==> src/rtl/sudoku_pkg.sv <==
// Shared types and constants for the Sudoku board checker.
// The scheduler and its address helper both import this package.
package sudoku_pkg;

    typedef enum logic [2:0] {
        IDLE,
        FETCH,
        DRAIN,
        CHECK,
        NEXT,
        DONE
    } sched_state_t;

    localparam int GRID_CELLS = 81;
    localparam int NUM_GROUPS = 27;
    localparam int GROUP_LEN  = 9;
    localparam logic [8:0] FULL_MASK = 9'h1FF;

    localparam int ROW_BASE = 0;
    localparam int COL_BASE = 9;
    localparam int BOX_BASE = 18;

endpackage

==> src/rtl/sudoku_check_sched_if.sv <==
// Grid memory read port. The scheduler issues mem_rd/mem_addr and
// mem_rdata returns one cycle later.
interface sudoku_check_sched_if #(
    parameter int ADDR_W = 17
);
    logic              mem_rd;
    logic [ADDR_W-1:0] mem_addr;
    logic [3:0]        mem_rdata;

    modport master (output mem_rd, output mem_addr, input mem_rdata);
    modport slave  (input mem_rd, input mem_addr, output mem_rdata);
endinterface

==> src/rtl/sudoku_cell_addr.sv <==
// Maps (constraint group, position k) to a cell offset inside one board.
// Divide/modulo by 3 come from small constant tables instead of dividers.
module sudoku_cell_addr
    import sudoku_pkg::*;
(
    input  logic [4:0] group,
    input  logic [3:0] k,
    output logic [6:0] offset
);

    logic [1:0] div3_lut [16];
    logic [1:0] mod3_lut [16];
    logic [3:0] idx;
    logic [6:0] box_row;
    logic [6:0] box_col;

    // Entries above 8 never occur for legal inputs; they just keep the table full.
    genvar gi;
    generate
        for (gi = 0; gi < 16; gi++) begin : g_lut
            assign div3_lut[gi] = 2'((gi % 9) / 3);
            assign mod3_lut[gi] = 2'(gi % 3);
        end
    endgenerate

    always_comb begin
        idx     = 4'd0;
        box_row = 7'd0;
        box_col = 7'd0;
        offset  = 7'd0;
        if (group < 5'(COL_BASE)) begin
            idx    = 4'(group - 5'(ROW_BASE));
            offset = 7'(idx) * 7'd9 + 7'(k);
        end else if (group < 5'(BOX_BASE)) begin
            idx    = 4'(group - 5'(COL_BASE));
            offset = 7'(k) * 7'd9 + 7'(idx);
        end else begin
            idx     = 4'(group - 5'(BOX_BASE));
            box_row = 7'(div3_lut[idx]) * 7'd3 + 7'(div3_lut[k]);
            box_col = 7'(mod3_lut[idx]) * 7'd3 + 7'(mod3_lut[k]);
            offset  = box_row * 7'd9 + box_col;
        end
    end

endmodule

==> src/rtl/sudoku_check_sched.sv <==
// Walks NUM_BOARDS packed boards, runs all 27 groups of each through one
// digit-set mask, and tallies correct/wrong boards plus busy cycles.
module sudoku_check_sched
    import sudoku_pkg::*;
#(
    parameter int NUM_BOARDS = 1000,
    parameter int ADDR_W     = 17,
    parameter int CNT_W      = 10
) (
    input  logic                      clk,
    input  logic                      rst,
    input  logic                      start,
    sudoku_check_sched_if.master      mem,
    output logic                      busy,
    output logic                      done,
    output logic                      board_valid,
    output logic                      board_ok,
    output logic [CNT_W-1:0]          num_correct,
    output logic [CNT_W-1:0]          num_wrong,
    output logic [31:0]               cycles
);

    localparam int BOARD_W = (NUM_BOARDS > 1) ? $clog2(NUM_BOARDS) : 1;
    localparam logic [BOARD_W-1:0] LAST_BOARD = BOARD_W'(NUM_BOARDS - 1);

    sched_state_t      state_reg, state_next;
    logic [BOARD_W-1:0] board_reg, board_next;
    logic [ADDR_W-1:0] base_reg, base_next;
    logic [4:0]        group_reg, group_next;
    logic [3:0]        k_reg, k_next;
    logic [8:0]        mask_reg, mask_next;
    logic [8:0]        hit;
    logic              fail_reg, fail_next;
    logic              pend_reg;
    logic              rd_reg, rd_next;
    logic [ADDR_W-1:0] addr_reg, addr_next;
    logic [CNT_W-1:0]  correct_reg, correct_next;
    logic [CNT_W-1:0]  wrong_reg, wrong_next;
    logic [31:0]       cycles_reg, cycles_next;
    logic [6:0]        offset;

    // Address is computed for the step about to be issued so mem_rd/mem_addr can be registered.
    sudoku_cell_addr u_cell_addr (
        .group  (group_next),
        .k      (k_next),
        .offset (offset)
    );

    genvar gi;
    generate
        for (gi = 0; gi < GROUP_LEN; gi++) begin : g_hit
            assign hit[gi] = pend_reg && (mem.mem_rdata == 4'(gi + 1));
        end
    endgenerate

    assign busy = (state_reg == FETCH) || (state_reg == DRAIN) ||
                  (state_reg == CHECK) || (state_reg == NEXT);
    assign done = (state_reg == DONE);

    always_comb begin
        state_next   = state_reg;
        board_next   = board_reg;
        base_next    = base_reg;
        group_next   = group_reg;
        k_next       = k_reg;
        mask_next    = mask_reg | hit;
        fail_next    = fail_reg;
        correct_next = correct_reg;
        wrong_next   = wrong_reg;
        cycles_next  = (busy && cycles_reg != '1) ? cycles_reg + 32'd1 : cycles_reg;
        board_valid  = 1'b0;
        board_ok     = 1'b0;
        case (state_reg)
            IDLE, DONE: begin
                if (start) begin
                    state_next   = FETCH;
                    board_next   = '0;
                    base_next    = '0;
                    group_next   = '0;
                    k_next       = '0;
                    mask_next    = '0;
                    fail_next    = 1'b0;
                    correct_next = '0;
                    wrong_next   = '0;
                    cycles_next  = '0;
                end
            end
            FETCH: begin
                k_next = k_reg + 4'd1;
                if (k_reg == 4'(GROUP_LEN - 1)) state_next = DRAIN;
            end
            DRAIN: state_next = CHECK;
            CHECK: begin
                if (mask_reg != FULL_MASK) fail_next = 1'b1;
                mask_next = '0;
                k_next    = '0;
                if (group_reg < 5'(NUM_GROUPS - 1)) begin
                    group_next = group_reg + 5'd1;
                    state_next = FETCH;
                end else begin
                    state_next = NEXT;
                end
            end
            NEXT: begin
                board_valid = 1'b1;
                board_ok    = ~fail_reg;
                if (fail_reg) begin
                    if (wrong_reg != '1) wrong_next = wrong_reg + 1'b1;
                end else begin
                    if (correct_reg != '1) correct_next = correct_reg + 1'b1;
                end
                fail_next  = 1'b0;
                group_next = '0;
                if (board_reg != LAST_BOARD) begin
                    board_next = board_reg + 1'b1;
                    base_next  = base_reg + ADDR_W'(GRID_CELLS);
                    state_next = FETCH;
                end else begin
                    state_next = DONE;
                end
            end
            default: state_next = IDLE;
        endcase
        rd_next   = (state_next == FETCH);
        addr_next = rd_next ? base_next + ADDR_W'(offset) : addr_reg;
    end

    always_ff @(posedge clk or posedge rst) begin
        if (rst) begin
            state_reg   <= IDLE;
            board_reg   <= '0;
            base_reg    <= '0;
            group_reg   <= '0;
            k_reg       <= '0;
            mask_reg    <= '0;
            fail_reg    <= 1'b0;
            pend_reg    <= 1'b0;
            rd_reg      <= 1'b0;
            addr_reg    <= '0;
            correct_reg <= '0;
            wrong_reg   <= '0;
            cycles_reg  <= '0;
        end else begin
            state_reg   <= state_next;
            board_reg   <= board_next;
            base_reg    <= base_next;
            group_reg   <= group_next;
            k_reg       <= k_next;
            mask_reg    <= mask_next;
            fail_reg    <= fail_next;
            pend_reg    <= rd_reg;
            rd_reg      <= rd_next;
            addr_reg    <= addr_next;
            correct_reg <= correct_next;
            wrong_reg   <= wrong_next;
            cycles_reg  <= cycles_next;
        end
    end

    assign mem.mem_rd   = rd_reg;
    assign mem.mem_addr = addr_reg;
    assign num_correct  = correct_reg;
    assign num_wrong    = wrong_reg;
    assign cycles       = cycles_reg;

endmodule

==> src/flat_wrapper.sv <==
// flat-port wrapper written by rule: the top's interface ports become plain ports
module sudoku_check_sched_flat import sudoku_pkg::*;
#(
    parameter int NUM_BOARDS = 1000,
    parameter int ADDR_W     = 17,
    parameter int CNT_W      = 10
)
  (clk, rst, start, busy, done, board_valid, board_ok, num_correct, num_wrong, cycles, mem_mem_rd, mem_mem_addr, mem_mem_rdata);
  sudoku_check_sched_if #(.ADDR_W(ADDR_W)) mem_i ();
  input  logic clk;
  input  logic rst;
  input  logic start;
  output logic busy;
  output logic done;
  output logic board_valid;
  output logic board_ok;
  output logic [CNT_W-1:0] num_correct;
  output logic [CNT_W-1:0] num_wrong;
  output logic [31:0] cycles;
  output wire logic [$bits(mem_i.mem_rd)-1:0] mem_mem_rd;
  output wire logic [$bits(mem_i.mem_addr)-1:0] mem_mem_addr;
  input wire logic [$bits(mem_i.mem_rdata)-1:0] mem_mem_rdata;
  assign mem_mem_rd = mem_i.mem_rd;
  assign mem_mem_addr = mem_i.mem_addr;
  assign mem_i.mem_rdata = mem_mem_rdata;
  sudoku_check_sched #(.NUM_BOARDS(NUM_BOARDS), .ADDR_W(ADDR_W), .CNT_W(CNT_W)) u_core (.clk(clk), .rst(rst), .start(start), .mem(mem_i), .busy(busy), .done(done), .board_valid(board_valid), .board_ok(board_ok), .num_correct(num_correct), .num_wrong(num_wrong), .cycles(cycles));
endmodule
==> config.mk <==
export PLATFORM = sky130hd
export DESIGN_NAME = sudoku_check_sched_flat
export DESIGN_NICKNAME = d
export VERILOG_FILES = /design/src/rtl/sudoku_pkg.sv /design/src/rtl/sudoku_check_sched_if.sv /design/src/rtl/sudoku_cell_addr.sv /design/src/rtl/sudoku_check_sched.sv /design/src/flat_wrapper.sv
export SDC_FILE = /design/constraint.sdc
export NUM_CORES = 1
export LEC_CHECK = 0
export ABC_AREA = 1
export ABC_CLOCK_PERIOD_IN_PS = 10900
export CAP_MARGIN = 25
export CELL_PAD_IN_SITES_DETAIL_PLACEMENT = 0
export CELL_PAD_IN_SITES_GLOBAL_PLACEMENT = 1
export CORE_UTILIZATION = 46
export DETAILED_ROUTE_END_ITERATION = 10
export PLACE_DENSITY_LB_ADDON = 0.1
export SYNTH_ARGS = -nofsm -noshare
export SYNTH_HDL_FRONTEND = slang
export SYNTH_SLANG_ARGS = --single-unit
==> constraint.sdc <==
create_clock -name clk -period 10.9 [get_ports clk]
set_clock_uncertainty 0.15 [all_clocks]
set_input_delay 1.635 -clock clk [delete_from_list [all_inputs] [get_ports clk]]
set_output_delay 1.635 -clock clk [all_outputs]
set_load 0.05 [all_outputs]
==> flow_summary.rst, run 1 <==
.. list-table::
   :header-rows: 1

   * - Metric
     - Value
   * - Global-route wire length before repair
     - 33.2 mm
   * - Register Area
     - 3000 sq um
   * - Syn Area/Cell
     - 7.54 sq um
   * - Final critical-path share of the clock period
     - 78.7%
   * - Actual transition at the worst max-transition pin
     - 0.709 ns
   * - Sum of net half-perimeters after detailed placement
     - 15.0 mm
   * - Num CTS Buffers
     - 17
   * - Total leakage power
     - 4.73 nW
   * - Predominant post-synthesis flop cell
     - dfrtp_1
   * - Share of cells above drive strength 1
     - 7.54%
   * - CTS tree
     - done
   * - Worst hold-check path type
     - reg2reg
   * - Net count after synthesis
     - 1201
   * - Number of global-route vias before repair
     - 6949
   * - Total count of max-transition violations in the final report
     - 0
   * - Part of the Yosys area used for sequential elements
     - 35.5%
   * - Insertion delay of the later-clocked pin in the worst-skew pair
     - 0.42 ns
   * - Post-CTS sizing
     - 0
   * - Worst ir drop on vdd
     - 0.000701 V
   * - Crit end category
     - flop
   * - Post-synthesis cell area
     - 8460 sq um
   * - Core Footprint
     - 18000 sq um
   * - Crit path max fanout
     - 12
   * - Initial detailed-routing violation count
     - 422
   * - Multi-input gate area
     - 4760 sq um
   * - Headroom to the max-slew limit
     - 52.6%
   * - Switching component of the power
     - 0.00153 W
   * - Total overflow reported by the global router
     - 0
   * - Global-route total usage across every layer
     - 22.5%
   * - Pin count of the biggest net entering global routing
     - 55
   * - Count of input and output buffers
     - 80
   * - TritonRoute pass-1 iters
     - 5
   * - H-tree depth
     - 4
   * - Clock period minus worst slack
     - 8.58 ns
   * - Max-cap violation count
     - 0
   * - Fraction of synthesis flops using an asynchronous set or reset pin
     - 100%
   * - Remaining antenna violation count after routing
     - 0
   * - DRC violations left
     - 0
   * - Combinational share of power
     - 63.4%
   * - Clock group share of total power
     - 17.0%
   * - Synthesis Warnings
     - 0
   * - Clock sink count
     - 120
   * - Cell Pwr Density
     - 317 nW/um^2
   * - Class of the most critical setup path
     - in2reg
   * - Count of flip-flops with a built-in enable after synthesis
     - 0
   * - Destination of the worst hold path
     - u_core.pend_reg
   * - Via count of the routed design
     - 7335
   * - CP max stage cell
     - clkdlybuf4s50_1
   * - Status
     - finished clean
   * - Width of the die
     - 138 um
   * - Die Span Y
     - 138 um
   * - Final TNS setup
     - 0 ns
   * - Final Hold Violating Endpoints
     - 0
   * - Reg-to-reg critical path startpoint
     - u_core.state_reg[0]
   * - Register-to-Register Path Depth
     - 42
   * - Final weighted congestion in routability-driven placement
     - 0.899
   * - Synthesized instance count
     - 1123
   * - Ratio of routed vias to standard cells
     - 5.06
   * - Internal Pwr Total
     - 0.00166 W
   * - Synth cell types
     - 53
   * - Routed length per instance
     - 13.7 um
   * - Reg-to-reg slack, setup
     - 3.41 ns
   * - Worst reg2reg path endpoint
     - u_core.mem.mem_addr[16]
   * - Unrepaired setup endpoints after global routing
     - no
   * - CP Data Arrival Time
     - 8.74 ns
   * - Number of hold-repair buffers added at the cts stage
     - 0
   * - Switching Fraction
     - 47.9%
   * - Most prevalent standard cell on the critical path
     - nand2_1
   * - Max Clk Rate
     - 0.117 GHz
   * - Clock Tree Buf Depth
     - 2
   * - Post-synthesis to final-layout area growth
     - 18.6%
   * - Final wirelength
     - 19.8 mm
   * - I/O pin total
     - 81
   * - Starting Density
     - 46.9%
   * - Cell row count
     - 49
   * - Peak per-stage delay on the critical path
     - 0.62 ns
   * - Number of fill cells in the layout
     - 1764
   * - Number of flip-flops in the largest register
     - 32
   * - Final number of setup-violating endpoints
     - 0
   * - Core Util, Final
     - 55.7%
   * - # Post-CTS Setup Buffers
     - 0
   * - Die footprint
     - 18900 sq um
   * - Cell at the root of the clock tree
     - clkbuf_16
   * - Cell depth of the worst hold path
     - 0
   * - Fraction of power consumed by sequential logic
     - 19.6%
   * - Number of flip-flops and latches in the synthesized netlist
     - 120
   * - Ant diodes
     - 0
   * - Data required time at the worst endpoint
     - 11.06 ns
   * - Post-route worst hold slack
     - 0.299 ns
   * - Number of antenna violations at the first check in global routing
     - 0
   * - Clock transition at the registers of the reported paths
     - 0.06 ns
   * - Category of the worst setup path launch point
     - input pin
   * - Source of the worst hold timing path
     - u_core.mem.mem_rd
   * - Number of nets at the end of the flow
     - 1285
==> worst max-delay path by stage <==
stage | start | end | slack [ns] | cells after the start
3_5_place_dp | start | u_core.mem.mem_addr[16] | 1.87 | 41
3_3_place_gp | start | u_core.mem.mem_addr[14] | 2.02 | 41
6_report | start | u_core.mem.mem_addr[16] | 2.32 | 41
5_1_grt | start | u_core.mem.mem_addr[16] | 1.78 | 38
4_1_cts | start | u_core.mem.mem_addr[16] | 2.32 | 41
2_1_floorplan | start | u_core.mem.mem_addr[16] | 3.26 | 38
==> critical path, delay by kind of cell <==
family                   cells  cell delay [ns]
AO/OA/AOI/OAI                4             0.68
XOR/XNOR                     2             0.44
adder cells (fa/ha/maj)      9             3.09
buffers and inverters        8             1.36
AND/OR/NAND/NOR             18             1.50
==> cells in the mapped netlist (2+ instances only) <==
library cell	instances	area share, %
buf_1	3	0.13
o31ai_1	4	0.35
nand4_1	19	1.4
fa_1	8	1.9
dfrtp_1	120	35
a21oi_2	2	0.21
xor2_1	30	3.1
nand2_1	247	11
a31oi_1	8	0.59
xnor2_1	14	1.4
and3_1	3	0.22
a21oi_1	51	3.0
nand3_1	72	4.3
clkbuf_1	2	0.089
or2_0	2	0.15
or2_2	3	0.22
buf_4	3	0.27
o21bai_1	2	0.18
o21a_1	7	0.62
inv_1	137	6.1
nand2_4	3	0.40
a21o_1	2	0.18
o21ai_2	3	0.31
nor3_2	3	0.35
ha_1	63	9.3
o21ai_0	52	3.1
o21ai_1	9	0.53
nand3_2	5	0.59
buf_6	5	0.67
buf_2	5	0.30
inv_2	16	0.71
nand3b_1	3	0.27
nor2_1	139	6.2
nor4_1	6	0.44
a211oi_1	7	0.62
nor3_1	23	1.4
o211ai_1	3	0.27
nor2_2	7	0.52
nor2_4	4	0.53
a221oi_1	7	0.72
nand2_2	9	0.67
==> power by group through the flow <==
stage / clock, W / combinational [W] / sequential, W
2_1_floorplan: 0 / 0.00140 / 0.000770
3_3_place_gp: 0 / 0.00202 / 0.000635
3_5_place_dp: 0 / 0.00202 / 0.000632
4_1_cts: 0.000553 / 0.00204 / 0.000626
5_1_grt: 0.000573 / 0.00233 / 0.000640
6_report: 0.000542 / 0.00202 / 0.000625
==> cell families after synthesis <==
logic type / Yosys count / synth area share, %
AO/OA/AOI/OAI: 162 / 11.3
flip-flops: 120 / 35.5
multiplexers: 1 / 0.118
adder cells (fa/ha/maj): 71 / 11.2
AND/OR/NAND/NOR: 552 / 28.9
XOR/XNOR: 45 / 4.75
buffers and inverters: 172 / 8.29
==> through the flow <==
stage                     power [W]  instance area [sq um]  instances  setup WS (ns)
final                       0.00319                  10000       1449           2.32
after CTS                   0.00322                  10000       1449           2.32
after detailed placement    0.00265                   9470       1417           1.87
after floorplan             0.00217                   8460       1123           3.26
after global placement      0.00266                   9440       1416           2.02
after global routing        0.00355                  10000       1449           1.78
==> placed cells by master, fill, tap and decap left out, types with 8 or more instances in the layout <==
cell type and instances:
nand3_1 72, xnor2_1 14, inv_1 136, o21ai_1 9
fa_1 8, nor2_1 139, a31oi_1 8, nand2_2 9
nand2_1 247, o21ai_0 52, nor3_1 23, nand4_1 19
xor2_1 30, dfrtp_1 120, clkbuf_16 17, ha_1 63
inv_2 16, clkdlybuf4s50_1 80, a21oi_1 51
==> layout make-up <==
class                      count  area share (%)
clock inverter                11            1.26
inverter                     154            5.80
clock buffer                  21            4.39
multi-input combinational    831            47.4
tap                          229            2.85
timing repair buffer          83            8.40
sequential                   120            29.9
==> metal layers <==
layer	wire length (um)	share of wire [%]	global-route usage, %	up-vias
met5	0	0	0	-
met4	289	1.5	6.53	0
met3	659	3.3	3.75	25
met2	9030	46	36.5	138
met1	9850	50	30.5	3339
li1	-	-	-	3833
Power figures use the tool's default switching activity.
==> inputs of run 2 (changes only) <==
ABC_CLOCK_PERIOD_IN_PS = 8039   (was 10900)
CORE_UTILIZATION = 43   (was 46)
clock period = 8.04 ns   (was 10.9 ns; I/O delays follow)
==> run 2 against run 1 <==
Critical path type unchanged. Critical path depth did not move. Largest cell class unchanged. Die area increased by 6.9%. Register-to-register slack got worse by 2.4 ns. Largest power group unchanged.
==> flow_summary.rst, run 2 (synthesis results as in run 1) <==
.. list-table::
   :header-rows: 1

   * - Metric
     - Value
   * - Die Span Y
     - 142 um
   * - Commonest cells after routing, fill and taps aside
     - 247 x nand2_1, 139 x nor2_1, 136 x inv_1
   * - Die footprint
     - 20200 sq um
   * - CP Data Arrival Time
     - 7.58 ns
   * - Share of cells above drive strength 1
     - 8.85%
   * - Remaining antenna violation count after routing
     - 0
   * - Number of flip-flops in the largest register
     - 32
   * - Ratio of routed vias to standard cells
     - 5.03
   * - Number of nets at the end of the flow
     - 1297
   * - Total leakage power
     - 4.78 nW
   * - Max-cap violation count
     - 0
   * - Core Footprint
     - 19000 sq um
   * - Headroom to the max-slew limit
     - 50.0%
   * - Sum of net half-perimeters after detailed placement
     - 15.4 mm
   * - Worst hold-check path type
     - reg2reg
   * - Pin count of the biggest net entering global routing
     - 73
   * - Starting Density
     - 44.5%
   * - Count of input and output buffers
     - 80
   * - Final number of setup-violating endpoints
     - 0
   * - Fraction of power consumed by sequential logic
     - 19.4%
   * - Unrepaired setup endpoints after global routing
     - no
   * - Total count of max-transition violations in the final report
     - 0
   * - Max Clk Rate
     - 0.135 GHz
   * - Number of hold-repair buffers added at the cts stage
     - 0
   * - H-tree depth
     - 4
   * - Category of the worst setup path launch point
     - input pin
   * - Initial detailed-routing violation count
     - 366
   * - Final weighted congestion in routability-driven placement
     - 0.930
   * - Clock group share of total power
     - 16.7%
   * - Combinational share of power
     - 63.9%
   * - Final critical-path share of the clock period
     - 92.3%
   * - Final Hold Violating Endpoints
     - 0
   * - Worst ir drop on vdd
     - 0.00114 V
   * - Final wirelength
     - 20.5 mm
   * - Post-synthesis to final-layout area growth
     - 20.4%
   * - Clock transition at the registers of the reported paths
     - 0.06 ns
   * - CP max stage cell
     - clkdlybuf4s50_1
   * - Post-CTS sizing
     - 0
   * - Ant diodes
     - 0
   * - # Post-CTS Setup Buffers
     - 0
   * - Most prevalent standard cell on the critical path
     - nand2_1
   * - I/O pin total
     - 81
   * - Num CTS Buffers
     - 17
   * - Peak per-stage delay on the critical path
     - 0.51 ns
   * - Cell at the root of the clock tree
     - clkbuf_16
   * - Core Util, Final
     - 53.6%
   * - Clock period minus worst slack
     - 7.42 ns
   * - Cell row count
     - 50
   * - TritonRoute pass-1 iters
     - 5
   * - DRC violations left
     - 0
   * - Global-route total usage across every layer
     - 21.6%
   * - Width of the die
     - 142 um
   * - Number of antenna violations at the first check in global routing
     - 0
   * - Crit end category
     - flop
   * - Clock Tree Buf Depth
     - 2
   * - Class of the most critical setup path
     - in2reg
   * - Status
     - finished clean
   * - Clock sink count
     - 120
   * - Via count of the routed design
     - 7507
   * - Number of global-route vias before repair
     - 7164
   * - Switching Fraction
     - 48.1%
   * - Post-route worst hold slack
     - 0.294 ns
   * - Data required time at the worst endpoint
     - 8.20 ns
   * - Global-route wire length before repair
     - 34.7 mm
   * - Switching component of the power
     - 0.00210 W
   * - Routed length per instance
     - 13.7 um
   * - Insertion delay of the later-clocked pin in the worst-skew pair
     - 0.42 ns
   * - Actual transition at the worst max-transition pin
     - 0.748 ns
   * - Crit path max fanout
     - 6
   * - CTS tree
     - done
   * - Final TNS setup
     - 0 ns
   * - Internal Pwr Total
     - 0.00227 W
   * - Cell Pwr Density
     - 429 nW/um^2
   * - Most common library cell in the layout ignoring fill and taps
     - nand2_1
   * - Total overflow reported by the global router
     - 0
[run 2: worst paths after layout]
kind / cells after the start / start / end / slack, ns
hold reg to reg: 0 / u_core.mem.mem_rd / u_core.pend_reg / 0.29
hold / removal: 0 / u_core.mem.mem_rd / u_core.pend_reg / 0.29
max in group asynchronous: 4 / rst / u_core.cycles[10] / 5.73
setup / recovery: 41 / start / u_core.mem.mem_addr[14] / 0.62
setup reg to reg: 42 / u_core.state_reg[0] / u_core.mem.mem_addr[14] / 1.05
min in group asynchronous: 2 / rst / u_core.mem.mem_addr[1] / 1.07
[run 2: layer usage]
metal	track usage [%]	up-vias	part of all wire, %
met4	6.79	0	1.8
met5	0	-	0
met1	28.7	3472	48
li1	-	3869	-
met3	3.23	26	3.4
met2	36.2	140	46
[run 2: per-stage QoR]
step                      worst slack [ns]  instance area, sq um  total power (W)  std cells
after global placement               0.178                  9570          0.00363       1459
final                                0.619                 10200          0.00437       1492
after CTS                            0.482                 10100          0.00442       1491
after global routing                0.0520                 10200          0.00492       1492
after detailed placement            0.0788                  9570          0.00366       1459
after floorplan                      0.824                  8460          0.00294       1123
[run 2: area by class of cell]
| type | instances | area [sq um] |
|---|---|---|
| sequential | 120 | 3000 |
| timing repair buffer | 95 | 933 |
| fill | 1902 | 8830 |
| clock buffer | 19 | 443 |
| tap | 260 | 325 |
| clock inverter | 13 | 123 |
| inverter | 154 | 582 |
| multi-input combinational | 831 | 4780 |
[run 2: power by group through the flow]
stage | registers, W | logic, W | clock network, W
4_1_cts | 0.000850 | 0.00283 | 0.000746
2_1_floorplan | 0.00104 | 0.00190 | 0
3_5_place_dp | 0.000860 | 0.00280 | 0
3_3_place_gp | 0.000859 | 0.00277 | 0
5_1_grt | 0.000870 | 0.00328 | 0.000772
6_report | 0.000850 | 0.00279 | 0.000729
[run 2: worst max-delay path: cells and delay by family]
| kind | cells | cell delay, ns |
|---|---|---|
| buf+inv | 8 | 1.03 |
| compound gates | 4 | 0.43 |
| simple gates | 18 | 1.49 |
| fa+ha+maj | 9 | 3.03 |
| xor+xnor | 2 | 0.39 |
